[src/rtl/mc_ctrl_pkg.sv]
// Shared encodings for the multi-cycle MIPS32 controller: opcodes, funcs,
// FSM states and the datapath mux select values.
package mc_ctrl_pkg;

    localparam logic [5:0] OP_R   = 6'h00;
    localparam logic [5:0] OP_J   = 6'h02;
    localparam logic [5:0] OP_JAL = 6'h03;
    localparam logic [5:0] OP_BEQ = 6'h04;
    localparam logic [5:0] OP_BNE = 6'h05;
    localparam logic [5:0] OP_ORI = 6'h0D;
    localparam logic [5:0] OP_LUI = 6'h0F;
    localparam logic [5:0] OP_LW  = 6'h23;
    localparam logic [5:0] OP_SW  = 6'h2B;

    localparam logic [5:0] F_JR  = 6'h08;
    localparam logic [5:0] F_ADD = 6'h20;
    localparam logic [5:0] F_SUB = 6'h22;
    localparam logic [5:0] F_AND = 6'h24;
    localparam logic [5:0] F_OR  = 6'h25;
    localparam logic [5:0] F_SLT = 6'h2A;

    typedef enum logic [2:0] {
        S_IDLE   = 3'd0,
        S_FETCH  = 3'd1,
        S_DECODE = 3'd2,
        S_EXEC   = 3'd3,
        S_MEM    = 3'd4,
        S_WB     = 3'd5,
        S_ERR    = 3'd6
    } state_t;

    localparam logic [1:0] ALU_ADD  = 2'b00;
    localparam logic [1:0] ALU_SUB  = 2'b01;
    localparam logic [1:0] ALU_FUNC = 2'b10;
    localparam logic [1:0] ALU_OR   = 2'b11;

    localparam logic [1:0] PC_ALU    = 2'd0;
    localparam logic [1:0] PC_ALUOUT = 2'd1;
    localparam logic [1:0] PC_JUMP   = 2'd2;
    localparam logic [1:0] PC_RS     = 2'd3;

    localparam logic [1:0] SRCB_RT     = 2'd0;
    localparam logic [1:0] SRCB_FOUR   = 2'd1;
    localparam logic [1:0] SRCB_IMM    = 2'd2;
    localparam logic [1:0] SRCB_IMM_SH = 2'd3;

    localparam logic [1:0] DST_RT = 2'd0;
    localparam logic [1:0] DST_RD = 2'd1;
    localparam logic [1:0] DST_RA = 2'd2;

    localparam logic [1:0] M2R_ALU = 2'd0;
    localparam logic [1:0] M2R_MDR = 2'd1;
    localparam logic [1:0] M2R_PC  = 2'd2;
    localparam logic [1:0] M2R_LUI = 2'd3;

endpackage

[src/rtl/mc_control_if.sv]
// Control bundle between the instruction register / memory port and the
// multi-cycle controller; master is the controller, slave the datapath side.
interface mc_control_if;
    logic [5:0] op;
    logic [5:0] func;
    logic       mem_ready;
    logic       mem_req;
    logic       mem_we;
    logic       i_or_d;
    logic       ir_write;
    logic       pc_write;
    logic       pc_write_cond;
    logic       branch_ne;
    logic [1:0] pc_src;
    logic       alu_src_a;
    logic [1:0] alu_src_b;
    logic [1:0] alu_op;
    logic       sign_ext;
    logic       reg_write;
    logic [1:0] reg_dst;
    logic [1:0] mem_to_reg;
    logic       illegal;
    logic       timeout;
    logic [2:0] state_o;

    modport master (
        input  op, func, mem_ready,
        output mem_req, mem_we, i_or_d, ir_write, pc_write, pc_write_cond,
               branch_ne, pc_src, alu_src_a, alu_src_b, alu_op, sign_ext,
               reg_write, reg_dst, mem_to_reg, illegal, timeout, state_o
    );

    modport slave (
        output op, func, mem_ready,
        input  mem_req, mem_we, i_or_d, ir_write, pc_write, pc_write_cond,
               branch_ne, pc_src, alu_src_a, alu_src_b, alu_op, sign_ext,
               reg_write, reg_dst, mem_to_reg, illegal, timeout, state_o
    );
endinterface

[src/rtl/mc_op_decode.sv]
// Combinational instruction classifier: turns op/func into one-hot class
// flags, with anything outside the supported subset reported as illegal.
module mc_op_decode
    import mc_ctrl_pkg::*;
(
    input  logic [5:0] op,
    input  logic [5:0] func,
    output logic       is_r,
    output logic       is_jr,
    output logic       is_lw,
    output logic       is_sw,
    output logic       is_beq,
    output logic       is_bne,
    output logic       is_j,
    output logic       is_jal,
    output logic       is_ori,
    output logic       is_lui,
    output logic       is_illegal
);

    always_comb begin
        is_r       = 1'b0;
        is_jr      = 1'b0;
        is_lw      = 1'b0;
        is_sw      = 1'b0;
        is_beq     = 1'b0;
        is_bne     = 1'b0;
        is_j       = 1'b0;
        is_jal     = 1'b0;
        is_ori     = 1'b0;
        is_lui     = 1'b0;
        is_illegal = 1'b0;
        case (op)
            OP_R: begin
                case (func)
                    F_ADD, F_SUB, F_AND, F_OR, F_SLT: is_r = 1'b1;
                    F_JR:                             is_jr = 1'b1;
                    default:                          is_illegal = 1'b1;
                endcase
            end
            OP_J:    is_j   = 1'b1;
            OP_JAL:  is_jal = 1'b1;
            OP_BEQ:  is_beq = 1'b1;
            OP_BNE:  is_bne = 1'b1;
            OP_ORI:  is_ori = 1'b1;
            OP_LUI:  is_lui = 1'b1;
            OP_LW:   is_lw  = 1'b1;
            OP_SW:   is_sw  = 1'b1;
            default: is_illegal = 1'b1;
        endcase
    end

endmodule

[src/rtl/mc_control.sv]
// Multi-cycle MIPS32 main controller: FETCH/DECODE/EXEC/MEM/WB sequencing
// with a ready-handshake memory port and an optional wait-state timeout.
module mc_control
    import mc_ctrl_pkg::*;
#(
    parameter int MEM_TIMEOUT = 16
) (
    input  logic          clk,
    input  logic          rst_n,
    mc_control_if.master  bus
);

    localparam int CNT_W = (MEM_TIMEOUT > 0) ? $clog2(MEM_TIMEOUT + 1) : 1;
    localparam logic [CNT_W-1:0] CNT_LIMIT =
        CNT_W'((MEM_TIMEOUT > 0) ? (MEM_TIMEOUT - 1) : 0);
    localparam bit TIMEOUT_EN = (MEM_TIMEOUT != 0);

    state_t           state_q, state_d;
    logic [CNT_W-1:0] cnt_q, cnt_d;
    logic             illegal_q, illegal_d;
    logic             timeout_q, timeout_d;
    logic             wait_limit;

    logic is_r, is_jr, is_lw, is_sw, is_beq, is_bne;
    logic is_j, is_jal, is_ori, is_lui, is_illegal;

    mc_op_decode u_dec (
        .op         (bus.op),
        .func       (bus.func),
        .is_r       (is_r),
        .is_jr      (is_jr),
        .is_lw      (is_lw),
        .is_sw      (is_sw),
        .is_beq     (is_beq),
        .is_bne     (is_bne),
        .is_j       (is_j),
        .is_jal     (is_jal),
        .is_ori     (is_ori),
        .is_lui     (is_lui),
        .is_illegal (is_illegal)
    );

    always_ff @(posedge clk) begin
        if (!rst_n) begin
            state_q   <= S_IDLE;
            cnt_q     <= '0;
            illegal_q <= 1'b0;
            timeout_q <= 1'b0;
        end else begin
            state_q   <= state_d;
            cnt_q     <= cnt_d;
            illegal_q <= illegal_d;
            timeout_q <= timeout_d;
        end
    end

    assign wait_limit = TIMEOUT_EN && (cnt_q == CNT_LIMIT);

    always_comb begin
        state_d           = state_q;
        cnt_d             = cnt_q;
        illegal_d         = illegal_q;
        timeout_d         = timeout_q;
        bus.mem_req       = 1'b0;
        bus.mem_we        = 1'b0;
        bus.i_or_d        = 1'b0;
        bus.ir_write      = 1'b0;
        bus.pc_write      = 1'b0;
        bus.pc_write_cond = 1'b0;
        bus.branch_ne     = 1'b0;
        bus.pc_src        = PC_ALU;
        bus.alu_src_a     = 1'b0;
        bus.alu_src_b     = SRCB_RT;
        bus.alu_op        = ALU_ADD;
        bus.sign_ext      = 1'b0;
        bus.reg_write     = 1'b0;
        bus.reg_dst       = DST_RT;
        bus.mem_to_reg    = M2R_ALU;

        case (state_q)
            S_IDLE: state_d = S_FETCH;
            S_FETCH: begin
                bus.mem_req   = 1'b1;
                bus.alu_src_b = SRCB_FOUR;
                if (bus.mem_ready) begin
                    bus.ir_write = 1'b1;
                    bus.pc_write = 1'b1;
                    state_d      = S_DECODE;
                end else if (wait_limit) begin
                    timeout_d = 1'b1;
                    state_d   = S_ERR;
                end else begin
                    cnt_d = cnt_q + CNT_W'(1);
                end
            end
            S_DECODE: begin
                // ALUOut captures the branch target here for beq/bne in EXEC
                bus.alu_src_b = SRCB_IMM_SH;
                bus.sign_ext  = 1'b1;
                if (is_j || is_jal) begin
                    bus.pc_write = 1'b1;
                    bus.pc_src   = PC_JUMP;
                    if (is_jal) begin
                        bus.reg_write  = 1'b1;
                        bus.reg_dst    = DST_RA;
                        bus.mem_to_reg = M2R_PC;
                    end
                    state_d = S_FETCH;
                end else if (is_illegal) begin
                    illegal_d = 1'b1;
                    state_d   = S_ERR;
                end else begin
                    state_d = S_EXEC;
                end
            end
            S_EXEC: begin
                state_d = S_FETCH;
                if (is_r) begin
                    bus.alu_src_a = 1'b1;
                    bus.alu_op    = ALU_FUNC;
                    state_d       = S_WB;
                end else if (is_jr) begin
                    bus.pc_write = 1'b1;
                    bus.pc_src   = PC_RS;
                end else if (is_beq || is_bne) begin
                    bus.alu_src_a     = 1'b1;
                    bus.alu_op        = ALU_SUB;
                    bus.pc_write_cond = 1'b1;
                    bus.pc_src        = PC_ALUOUT;
                    bus.branch_ne     = is_bne;
                end else if (is_lw || is_sw) begin
                    bus.alu_src_a = 1'b1;
                    bus.alu_src_b = SRCB_IMM;
                    bus.sign_ext  = 1'b1;
                    state_d       = S_MEM;
                end else if (is_ori) begin
                    bus.alu_src_a = 1'b1;
                    bus.alu_src_b = SRCB_IMM;
                    bus.alu_op    = ALU_OR;
                    state_d       = S_WB;
                end else if (is_lui) begin
                    bus.reg_write  = 1'b1;
                    bus.mem_to_reg = M2R_LUI;
                end
            end
            S_MEM: begin
                bus.mem_req = 1'b1;
                bus.i_or_d  = 1'b1;
                bus.mem_we  = is_sw;
                if (bus.mem_ready) begin
                    state_d = is_lw ? S_WB : S_FETCH;
                end else if (wait_limit) begin
                    timeout_d = 1'b1;
                    state_d   = S_ERR;
                end else begin
                    cnt_d = cnt_q + CNT_W'(1);
                end
            end
            S_WB: begin
                bus.reg_write  = 1'b1;
                bus.reg_dst    = is_r ? DST_RD : DST_RT;
                bus.mem_to_reg = is_lw ? M2R_MDR : M2R_ALU;
                state_d        = S_FETCH;
            end
            default: state_d = S_ERR;
        endcase

        // Every entry into FETCH or MEM starts a fresh wait count
        if (state_d != state_q) begin
            cnt_d = '0;
        end
    end

    assign bus.illegal = illegal_q;
    assign bus.timeout = timeout_q;
    assign bus.state_o = state_q;

endmodule

[src/flat_wrapper.sv]
// flat-port wrapper written by rule: the top's interface ports become plain ports
module mc_control_flat import mc_ctrl_pkg::*;
#(
    parameter int MEM_TIMEOUT = 16
)
  (clk, rst_n, bus_op, bus_func, bus_mem_ready, bus_mem_req, bus_mem_we, bus_i_or_d, bus_ir_write, bus_pc_write, bus_pc_write_cond, bus_branch_ne, bus_pc_src, bus_alu_src_a, bus_alu_src_b, bus_alu_op, bus_sign_ext, bus_reg_write, bus_reg_dst, bus_mem_to_reg, bus_illegal, bus_timeout, bus_state_o);
  mc_control_if bus_i ();
  input  logic clk;
  input  logic rst_n;
  input wire logic [$bits(bus_i.op)-1:0] bus_op;
  input wire logic [$bits(bus_i.func)-1:0] bus_func;
  input wire logic [$bits(bus_i.mem_ready)-1:0] bus_mem_ready;
  output wire logic [$bits(bus_i.mem_req)-1:0] bus_mem_req;
  output wire logic [$bits(bus_i.mem_we)-1:0] bus_mem_we;
  output wire logic [$bits(bus_i.i_or_d)-1:0] bus_i_or_d;
  output wire logic [$bits(bus_i.ir_write)-1:0] bus_ir_write;
  output wire logic [$bits(bus_i.pc_write)-1:0] bus_pc_write;
  output wire logic [$bits(bus_i.pc_write_cond)-1:0] bus_pc_write_cond;
  output wire logic [$bits(bus_i.branch_ne)-1:0] bus_branch_ne;
  output wire logic [$bits(bus_i.pc_src)-1:0] bus_pc_src;
  output wire logic [$bits(bus_i.alu_src_a)-1:0] bus_alu_src_a;
  output wire logic [$bits(bus_i.alu_src_b)-1:0] bus_alu_src_b;
  output wire logic [$bits(bus_i.alu_op)-1:0] bus_alu_op;
  output wire logic [$bits(bus_i.sign_ext)-1:0] bus_sign_ext;
  output wire logic [$bits(bus_i.reg_write)-1:0] bus_reg_write;
  output wire logic [$bits(bus_i.reg_dst)-1:0] bus_reg_dst;
  output wire logic [$bits(bus_i.mem_to_reg)-1:0] bus_mem_to_reg;
  output wire logic [$bits(bus_i.illegal)-1:0] bus_illegal;
  output wire logic [$bits(bus_i.timeout)-1:0] bus_timeout;
  output wire logic [$bits(bus_i.state_o)-1:0] bus_state_o;
  assign bus_i.op = bus_op;
  assign bus_i.func = bus_func;
  assign bus_i.mem_ready = bus_mem_ready;
  assign bus_mem_req = bus_i.mem_req;
  assign bus_mem_we = bus_i.mem_we;
  assign bus_i_or_d = bus_i.i_or_d;
  assign bus_ir_write = bus_i.ir_write;
  assign bus_pc_write = bus_i.pc_write;
  assign bus_pc_write_cond = bus_i.pc_write_cond;
  assign bus_branch_ne = bus_i.branch_ne;
  assign bus_pc_src = bus_i.pc_src;
  assign bus_alu_src_a = bus_i.alu_src_a;
  assign bus_alu_src_b = bus_i.alu_src_b;
  assign bus_alu_op = bus_i.alu_op;
  assign bus_sign_ext = bus_i.sign_ext;
  assign bus_reg_write = bus_i.reg_write;
  assign bus_reg_dst = bus_i.reg_dst;
  assign bus_mem_to_reg = bus_i.mem_to_reg;
  assign bus_illegal = bus_i.illegal;
  assign bus_timeout = bus_i.timeout;
  assign bus_state_o = bus_i.state_o;
  mc_control #(.MEM_TIMEOUT(MEM_TIMEOUT)) u_core (.clk(clk), .rst_n(rst_n), .bus(bus_i));
endmodule
[config.mk]
export PLATFORM = sky130hd
export DESIGN_NAME = mc_control_flat
export DESIGN_NICKNAME = d
export VERILOG_FILES = /design/src/rtl/mc_ctrl_pkg.sv /design/src/rtl/mc_control_if.sv /design/src/rtl/mc_op_decode.sv /design/src/rtl/mc_control.sv /design/src/flat_wrapper.sv
export SDC_FILE = /design/constraint.sdc
export NUM_CORES = 1
export LEC_CHECK = 0
export ABC_AREA = 1
export BUFFER_PORTS_ARGS = -buffer_cell sky130_fd_sc_hd__buf_2
export CORE_AREA = 2 2 50 52
export CTS_CLUSTER_SIZE = 20
export DETAILED_ROUTE_END_ITERATION = 7
export DIE_AREA = 0 0 52 54
export GPL_ROUTABILITY_DRIVEN = 0
export PLACE_DENSITY = 0.83
export SYNTH_ARGS = -nofsm -noshare
export SYNTH_HDL_FRONTEND = slang
export SYNTH_SLANG_ARGS = --single-unit
[constraint.sdc]
create_clock -name clk -period 1.8 [get_ports clk]
set_input_delay 0.36 -clock clk [delete_from_list [all_inputs] [get_ports clk]]
set_output_delay 0.36 -clock clk [all_outputs]
set_load 0.03 [all_outputs]
==> metrics.csv, run 1 <==
metric;value;unit
outcome;finished with violations;
failing checks;setup timing;
Setup crit end kind;output port;
ANT nets after route;0;
Lkg Pwr;0.000850;uW
DR pass1 iterations;4;
max cap viols;0;
placed cell area;0.00135;mm^2
Register Area;214;um^2
ys flop type;dfxtp_1;
Worst Hold Class;in2reg;
Worst EP required;1440;ps
share of layout cells above drive strength 1;0.527;
final instance area;0.00159;mm^2
Worst VDD drop;686;uV
worst slew pin tran;248;ps
CTS Buf Count;3;
Worst Setup Path Type;reg2out;
fin worst setup slack;-15.0;ps
Vias per Instance;4.88;
final setup vio count;3;
total power draw;1930;uW
Final period util;1.01;
Slew headroom;0.834;
area of the multi-input gates;800;um^2
Post-Syn Area;0.00104;mm^2
clk sinks;10;
clock slew seen by the registers of the worst setup and hold paths;60;ps
initial antenna violation count;0;
RSZ-0062 raised after global routing;true;
htree depth;1;
Post-Route WL;2780;um
sequential fraction of the synthesis area;0.192;
# fillers;185;
synth cell count leaders;nand2_1, inv_1, nor2_1;
largest cells by area after synthesis;dfxtp_1, nand2_1, inv_1, nor2_1, nand3_1;
core box area;0.00232;mm^2
setup TNS;-32.9;ps
TritonCTS clock tree;done;
Initial Util;0.449;
Avg WL per Cell;10.9;um
DP Wirelength;2090;um
cell with the most instances after synthesis;nand2_1;
net count after synthesis;185;
Syn Area/Cell;6.20;um^2
GR Overflow Total;0;
ys async rst share;0;
Ys Warns;0;
leading area contributor after synthesis;dfxtp_1;
Vias;1248;
vias in the first global route;1077;
worst clock skew;1.39;ps
Worst-Skew Late Latency;260;ps
Placed Cells;243;
# DRC;0;
area delta synth->final;52.6;%
number of synthesized flops with an enable pin;0;
startpoint types;register;
Synth Instances;168;
final cell count without fillers;256;
Clock Root Buffer;clkbuf_4;
PwrDens;1210;mW/mm^2
Die Ht;54;um
Nets;245;
final hold vios;0;
std cell rows;18;
Synth Register Bits;10;
Die Footprint;0.00281;mm^2
drt initial violations;24;
largest net degree at the start of global routing;12;
GRT Overall Usage;0.205;
share of the synthesized area in the top cell type;0.192;
WP data arrival;1450;ps
fin crit period;1810;ps
Max clock buf depth;2;
achievable frequency;0.551;GHz
Slew Viols, Final;0;
antenna diode count;0;
crit path max fanout;3;
Die X;52;um
I/O Buffers;39;
CTS Hold Bufs;0;
I/O pin count;40;
Unique masters post-synth;28;
first-pass GRT wire length;4410;um
cells in the final DEF (no fill, tap or decap), types with 4 or more instances in the layout:
cell type / count
nand3_1: 12
nand2_4: 5
nor2_4: 9
dfxtp_1: 5
buf_2: 30
a21oi_1: 7
nand2_2: 5
buf_4: 22
inv_2: 11
buf_6: 5
nand4_1: 4
nand2_1: 28
nor2_1: 13
nor2_2: 6
inv_1: 25
nand3_2: 7
routing by layer:
metal	part of all wire	GRT usage	up-vias	wire length [um]
met5	0	0	-	0
met4	0.015	0.0526	0	42
met3	0.049	0.0278	4	136
met2	0.49	0.352	38	1360
met1	0.45	0.269	555	1240
li1	-	-	651	-
logic make-up after synthesis:
| kind of cell | count (synthesis) | share of synthesized area |
|---|---|---|
| simple gates | 95 | 0.498 |
| buf+inv | 40 | 0.162 |
| compound gates | 18 | 0.0984 |
| flops | 10 | 0.192 |
| xor+xnor | 3 | 0.0252 |
| fa+ha+maj | 2 | 0.0240 |
power breakdown:
part           total, uW  switching [uW]  internal (uW)  leakage [uW]
combinational       1450             901            548      0.000752
sequential           331            48.0            283     0.0000843
clock                146            68.8           76.8     0.0000138
total               1930            1020            908      0.000850
path summary, 6_finish.rpt:
kind | start | to | depth (start not counted) | slack [ps]
worst max-delay path | u_core.bus.state_o[0]$_SDFF_PN0_ | bus_reg_write | 7 | -10
worst min-delay path | rst_n | u_core.bus.state_o[1]$_SDFF_PN0_ | 3 | 330
worst max register to register | u_core.cnt_q[1]$_SDFFE_PP0P_ | u_core.cnt_q[0]$_SDFFE_PP0P_ | 12 | 130
worst min register to register | u_core.bus.illegal$_SDFFE_PN0P_ | u_core.bus.illegal$_SDFFE_PN0P_ | 2 | 450
worst max-delay path, stage by stage (launching register included):
cell	delay (ps)
dfxtp_4	350
buf_6	130
nor2_4	100
nand4_1	200
nor2_4	170
inv_2	60
nand3_2	60
buf_6	130
metrics by stage:
stage	setup slack [ps]	utilization	hold WS (ps)
floorplan	-185	-	458
global route	-95.3	0.686	357
detailed placement	-10.9	0.580	449
global placement	18.0	0.580	442
CTS	-25.9	0.633	326
finish	-15.0	0.686	327
area by class of cell:
type | instances | area share
tap | 30 | 0.0236
timing repair buffer | 57 | 0.234
inverter | 38 | 0.0913
clock buffer | 3 | 0.0142
sequential | 10 | 0.135
multi-input combinational | 118 | 0.503
state kept, by name, indices dropped and copies added, names as in the netlist:
register,flops
u_core.cnt_q,5
u_core.bus.state_o,3
u_core.bus.illegal,1
u_core.bus.timeout,1
repair_timing:
| action | in CTS | in global routing |
|---|---|---|
| gates resized for setup | 24 | 22 |
| setup endpoints to repair | 14 | 18 |
| setup buffers | 4 | 6 |
| pin swaps | 4 | 9 |
| cloned | 0 | 0 |
No activity file was read; power rests on OpenSTA's default activity.
==> inputs of run 2 (changes only) <==
--- a/config.mk
+++ b/config.mk
@@ -7,12 +7,13 @@
 export LEC_CHECK = 0
 export ABC_AREA = 1
 export BUFFER_PORTS_ARGS = -buffer_cell sky130_fd_sc_hd__buf_2
-export CORE_AREA = 2 2 50 52
+export CORE_AREA = 2 2 48 50
 export CTS_CLUSTER_SIZE = 20
 export DETAILED_ROUTE_END_ITERATION = 7
-export DIE_AREA = 0 0 52 54
+export DIE_AREA = 0 0 50 52
 export GPL_ROUTABILITY_DRIVEN = 0
-export PLACE_DENSITY = 0.83
+export PLACE_DENSITY = 0.89
+export SKIP_CTS_REPAIR_TIMING = 1
 export SYNTH_ARGS = -nofsm -noshare
 export SYNTH_HDL_FRONTEND = slang
 export SYNTH_SLANG_ARGS = --single-unit
==> constraint.sdc (replaced) <==
create_clock -name clk -period 2.1 [get_ports clk]
set_input_delay 0.42 -clock clk [delete_from_list [all_inputs] [get_ports clk]]
set_output_delay 0.42 -clock clk [all_outputs]
set_load 0.03 [all_outputs]
==> metrics.csv, run 2 (synthesis results as in run 1) <==
metric;value;unit
outcome;completed;
achievable frequency;0.491;GHz
Setup crit end kind;output port;
core box area;0.00211;mm^2
max cap viols;0;
PwrDens;1060;mW/mm^2
WP data arrival;1620;ps
drt initial violations;35;
Largest Register;u_core.cnt_q;
CTS Buf Count;3;
worst path bufs/invs;2;
RSZ-0062 raised after global routing;true;
final instance area;0.00131;mm^2
Vias;1192;
Hold WS;398;ps
Worst EP required;1680;ps
Slew headroom;0.847;
Final period util;0.970;
GR Overflow Total;0;
Worst path top cell family by delay;simple AND/OR/NAND/NOR gates;
first-pass GRT wire length;4300;um
Worst Hold Class;in2reg;
clock slew seen by the registers of the worst setup and hold paths;60;ps
DR pass1 iterations;4;
Nets;231;
GRT Overall Usage;0.209;
I/O pin count;40;
# fillers;202;
DP Wirelength;2160;um
TritonCTS clock tree;done;
initial antenna violation count;0;
# DRC;0;
area delta synth->final;26.1;%
Slew Viols, Final;0;
Max clock buf depth;2;
worst clock skew;1.10;ps
worst slew pin tran;228;ps
vias in the first global route;1028;
setup TNS;0;ps
share of layout cells above drive strength 1;0.396;
largest net degree at the start of global routing;12;
worst-path cell chain;inv_2 > nand2_2 > nor2_4 > nand4_1 > o21ai_1 > or2_2 > buf_2;
Die X;50;um
ANT nets after route;0;
crit path max fanout;5;
slowest stage delay, CP;320;ps
slowest CP cell;dfxtp_1;
antenna diode count;0;
final hold vios;0;
Post-Route WL;2570;um
commonest non-fill, non-tap cell in the layout;buf_2;
final setup vio count;0;
I/O Buffers;39;
htree depth;1;
clk sinks;10;
fin crit period;2040;ps
std cell rows;17;
Worst-Skew Late Latency;260;ps
Clock Root Buffer;clkbuf_4;
final cell count without fillers;240;
Lkg Pwr;0.000748;uW
Worst Setup Path Type;reg2out;
startpoint types;register;
Die Ht;52;um
Worst VDD drop;562;uV
Die Footprint;0.00260;mm^2
most frequent cells in the layout;buf_2, nand2_1, inv_1;
Largest register FFs;5;
Vias per Instance;4.97;
Avg WL per Cell;10.7;um
Initial Util;0.495;
placed cell area;0.00128;mm^2
Placed Cells;236;
## run 2: changes by cell type in the layout (fill, tap and decap cells not counted), sizes merged
cell | previous run | this run
clkbuf | 3 | 5
buf | 57 | 41
## run 2: worst min-delay path, cell delays in order
cell,delay [ps]
buf_2,110
nand2_1,60
inv_1,40
## run 2: through the flow
| stage | total power [uW] | setup WS (ps) | util |
|---|---|---|---|
| after floorplan | 1030 | -52.2 | - |
| after global placement | 1240 | 199 | 0.607 |
| after detailed placement | 1260 | 151 | 0.607 |
| after CTS | 1390 | 63.5 | 0.617 |
| after global routing | 1500 | -14.4 | 0.624 |
| final | 1390 | 63.7 | 0.624 |
## run 2: path summary, 6_finish.rpt
| kind | startpoint | to | slack [ps] | cells after the start |
|---|---|---|---|---|
| worst max-delay path | u_core.bus.state_o[2]$_SDFF_PN0_ | bus_pc_write | 60 | 7 |
| worst min-delay path | rst_n | u_core.bus.state_o[2]$_SDFF_PN0_ | 400 | 3 |
| worst max register to register | u_core.cnt_q[0]$_SDFFE_PP0P_ | u_core.cnt_q[4]$_SDFFE_PP0P_ | 260 | 12 |
| worst min register to register | u_core.bus.illegal$_SDFFE_PN0P_ | u_core.bus.illegal$_SDFFE_PN0P_ | 450 | 2 |
## run 2: cell type report
class	count	area, um^2	area share
Multi-Input combinational cell	118	681	0.518
Clock buffer	3	22.5	0.0171
Tap cell	28	35.0	0.0267
Timing Repair Buffer	43	230	0.175
Sequential cell	10	203	0.154
Inverter	38	143	0.109
## run 2: report_power, final
group          total [uW]  internal (uW)  switching, uW  leakage (uW)
combinational         989            303            686      0.000652
sequential            275            230           45.4     0.0000820
clock                 126           66.0           60.3     0.0000138
total                1390            599            791      0.000748
## run 2: layer usage
metal	routed length [um]	vias up	global-route usage	part of all wire
met4	0	0	0.0417	0
met1	1150	534	0.276	0.45
met5	0	-	0	0
met3	151	0	0.0259	0.059
li1	-	618	-	-
met2	1270	40	0.364	0.49
==> inputs of run 3 (changes only) <==
--- a/config.mk
+++ b/config.mk
@@ -7,13 +7,14 @@
 export LEC_CHECK = 0
 export ABC_AREA = 1
 export BUFFER_PORTS_ARGS = -buffer_cell sky130_fd_sc_hd__buf_2
-export CORE_AREA = 2 2 48 50
+export CORE_AREA = 2 2 49 51
 export CTS_CLUSTER_SIZE = 20
 export DETAILED_ROUTE_END_ITERATION = 7
-export DIE_AREA = 0 0 50 52
+export DIE_AREA = 0 0 51 53
 export GPL_ROUTABILITY_DRIVEN = 0
-export PLACE_DENSITY = 0.89
+export PLACE_DENSITY = 0.87
 export SKIP_CTS_REPAIR_TIMING = 1
 export SYNTH_ARGS = -nofsm -noshare
 export SYNTH_HDL_FRONTEND = slang
+export SYNTH_HIERARCHICAL = 1
 export SYNTH_SLANG_ARGS = --single-unit
==> metrics.csv, run 3 <==
metric;value;unit
worst slew pin tran;315;ps
fin crit period;2220;ps
Synth Area in Adders;0.0233;
crit path max fanout;4;
Slew Viols, Final;0;
clk sinks;10;
Vias;1474;
ys async rst share;0;
share of layout cells above drive strength 1;0.484;
sequential fraction of the synthesis area;0.186;
Die X;51;um
core box area;0.00215;mm^2
drt initial violations;59;
net count after synthesis;207;
std cell rows;17;
vias in the first global route;1185;
ys flop type;dfxtp_1;
Simple-Gate Fraction of Synth Area;0.521;
final cell count without fillers;282;
placed cell area;0.00144;mm^2
leading area contributor after synthesis;dfxtp_1;
I/O pin count;40;
initial antenna violation count;0;
worst clock skew;5.50;ps
Setup crit end kind;output port;
Placed Cells;273;
Syn Area/Cell;5.65;um^2
Largest register FFs;5;
Hold WS;366;ps
WP data arrival;1800;ps
Post-Route WL;3780;um
Synth Area in XOR/XNOR;0.0245;
largest cells by area after synthesis;dfxtp_1, nand2_1, nor2_1, inv_1, nand3_2;
Worst EP required;1680;ps
RSZ-0062 raised after global routing;true;
GRT Overall Usage;0.219;
Vias per Instance;5.23;
commonest non-fill, non-tap cell in the layout;nand2_1;
startpoint types;primary input;
share of the synthesized area in the top cell type;0.186;
Lkg Pwr;0.000899;uW
antenna diode count;0;
clock slew seen by the registers of the worst setup and hold paths;60;ps
largest family of logic cells by synthesized area;simple AND/OR/NAND/NOR gates;
# DRC;0;
area delta synth->final;62.5;%
htree depth;1;
final setup vio count;11;
final instance area;0.00174;mm^2
largest net degree at the start of global routing;9;
achievable frequency;0.450;GHz
Worst Hold Class;in2reg;
Synth Instances;190;
Max clock buf depth;2;
ANT nets after route;0;
GR Overflow Total;0;
max cap viols;0;
Initial Util;0.500;
Die Ht;53;um
Die Footprint;0.00270;mm^2
fin worst setup slack;-122;ps
Avg WL per Cell;13.4;um
TritonCTS clock tree;done;
Register Area;203;um^2
setup TNS;-646;ps
CTS Buf Count;3;
Compound-Gate Fraction of Synth Area;0.0944;
Final period util;1.06;
Post-Syn Area;0.00107;mm^2
most frequent cells in the layout;nand2_1, nor2_1, inv_1;
failing checks;setup timing;
synth cell count leaders;nand2_1, nor2_1, inv_1;
DR pass1 iterations;4;
Worst-Skew Late Latency;260;ps
Nets;272;
Clock Root Buffer;clkbuf_4;
outcome;finished with violations;
Unique masters post-synth;26;
number of synthesized flops with an enable pin;0;
mux cell area share after synthesis;0.0105;
Largest Register;u_core/cnt_q;
DP Wirelength;2240;um
Worst VDD drop;450;uV
cell with the most instances after synthesis;nand2_1;
I/O Buffers;39;
Synth Register Bits;10;
total power draw;877;uW
Slew headroom;0.789;
final hold vios;0;
area of the multi-input gates;875;um^2
# fillers;137;
first-pass GRT wire length;4620;um
Ys Warns;6;
Worst Setup Path Type;in2out;
PwrDens;503;mW/mm^2
==> run 3: cell types whose count changed after synthesis, sizes merged, moves of 2 or more <==
cell | before | now
a21oi | 8 | 5
nand2 | 38 | 44
buf | 2 | 0
o21ai | 6 | 8
inv | 37 | 40
nor2 | 28 | 44
==> run 3: through the flow <==
step / utilization / setup WS (ps)
floorplan: - / -81.8
global placement: 0.670 / -66.9
detailed placement: 0.670 / -111
CTS: 0.687 / -133
global route: 0.812 / -220
finish: 0.812 / -122
==> run 3: area by class of cell <==
class                           count  share of cell area
Multi-Input combinational cell    140               0.501
Timing Repair Buffer               60               0.253
Sequential cell                    10               0.116
Inverter                           40              0.0882
Clock buffer                        4              0.0208
Tap cell                           28              0.0201
==> run 3: routing by layer <==
metal  wire length, um  GRT usage
met1              1610      0.258
met2              1860      0.409
met3               232     0.0226
met4                78     0.0766
met5                 0          0
==> run 3: worst max-delay path, stage by stage <==
cell     delay (ps)
buf_6           100
inv_2            40
nand2_1          60
nor3_2          220
inv_2           100
nor2_4          150
nor2_4           70
buf_6           120
nor2_4          100
nand2_2          70
o21ai_1         170
buf_4           180
==> run 3: cells by family (layout without fill, tap and decap cells) <==
| kind of cell | Yosys count | in the layout |
|---|---|---|
| simple gates | 117 | 117 |
| buf+inv | 40 | 104 |
| compound gates | 17 | 17 |
| flops | 10 | 10 |
| xor+xnor | 3 | 3 |
| fa+ha+maj | 2 | 2 |
| mux | 1 | 1 |
==> run 3: path summary, 6_finish.rpt <==
path / from / to / slack, ps / cells after the start
worst min-delay path: rst_n / u_core/bus.state_o[2]$_SDFF_PN0_ / 370 / 3
worst max register to register: u_core/cnt_q[0]$_SDFFE_PP0P_ / u_core/cnt_q[0]$_SDFFE_PP0P_ / 290 / 11
worst min register to register: u_core/bus.timeout$_SDFFE_PN0P_ / u_core/bus.timeout$_SDFFE_PN0P_ / 450 / 2
worst max-delay path: bus_op[4] / bus_sign_ext / -120 / 12
==> run 3: power breakdown <==
part / internal, uW / switching [uW] / leakage [uW]
combinational: 154 / 322 / 0.000796
clock: 105 / 66.7 / 0.0000210
sequential: 207 / 22.7 / 0.0000817
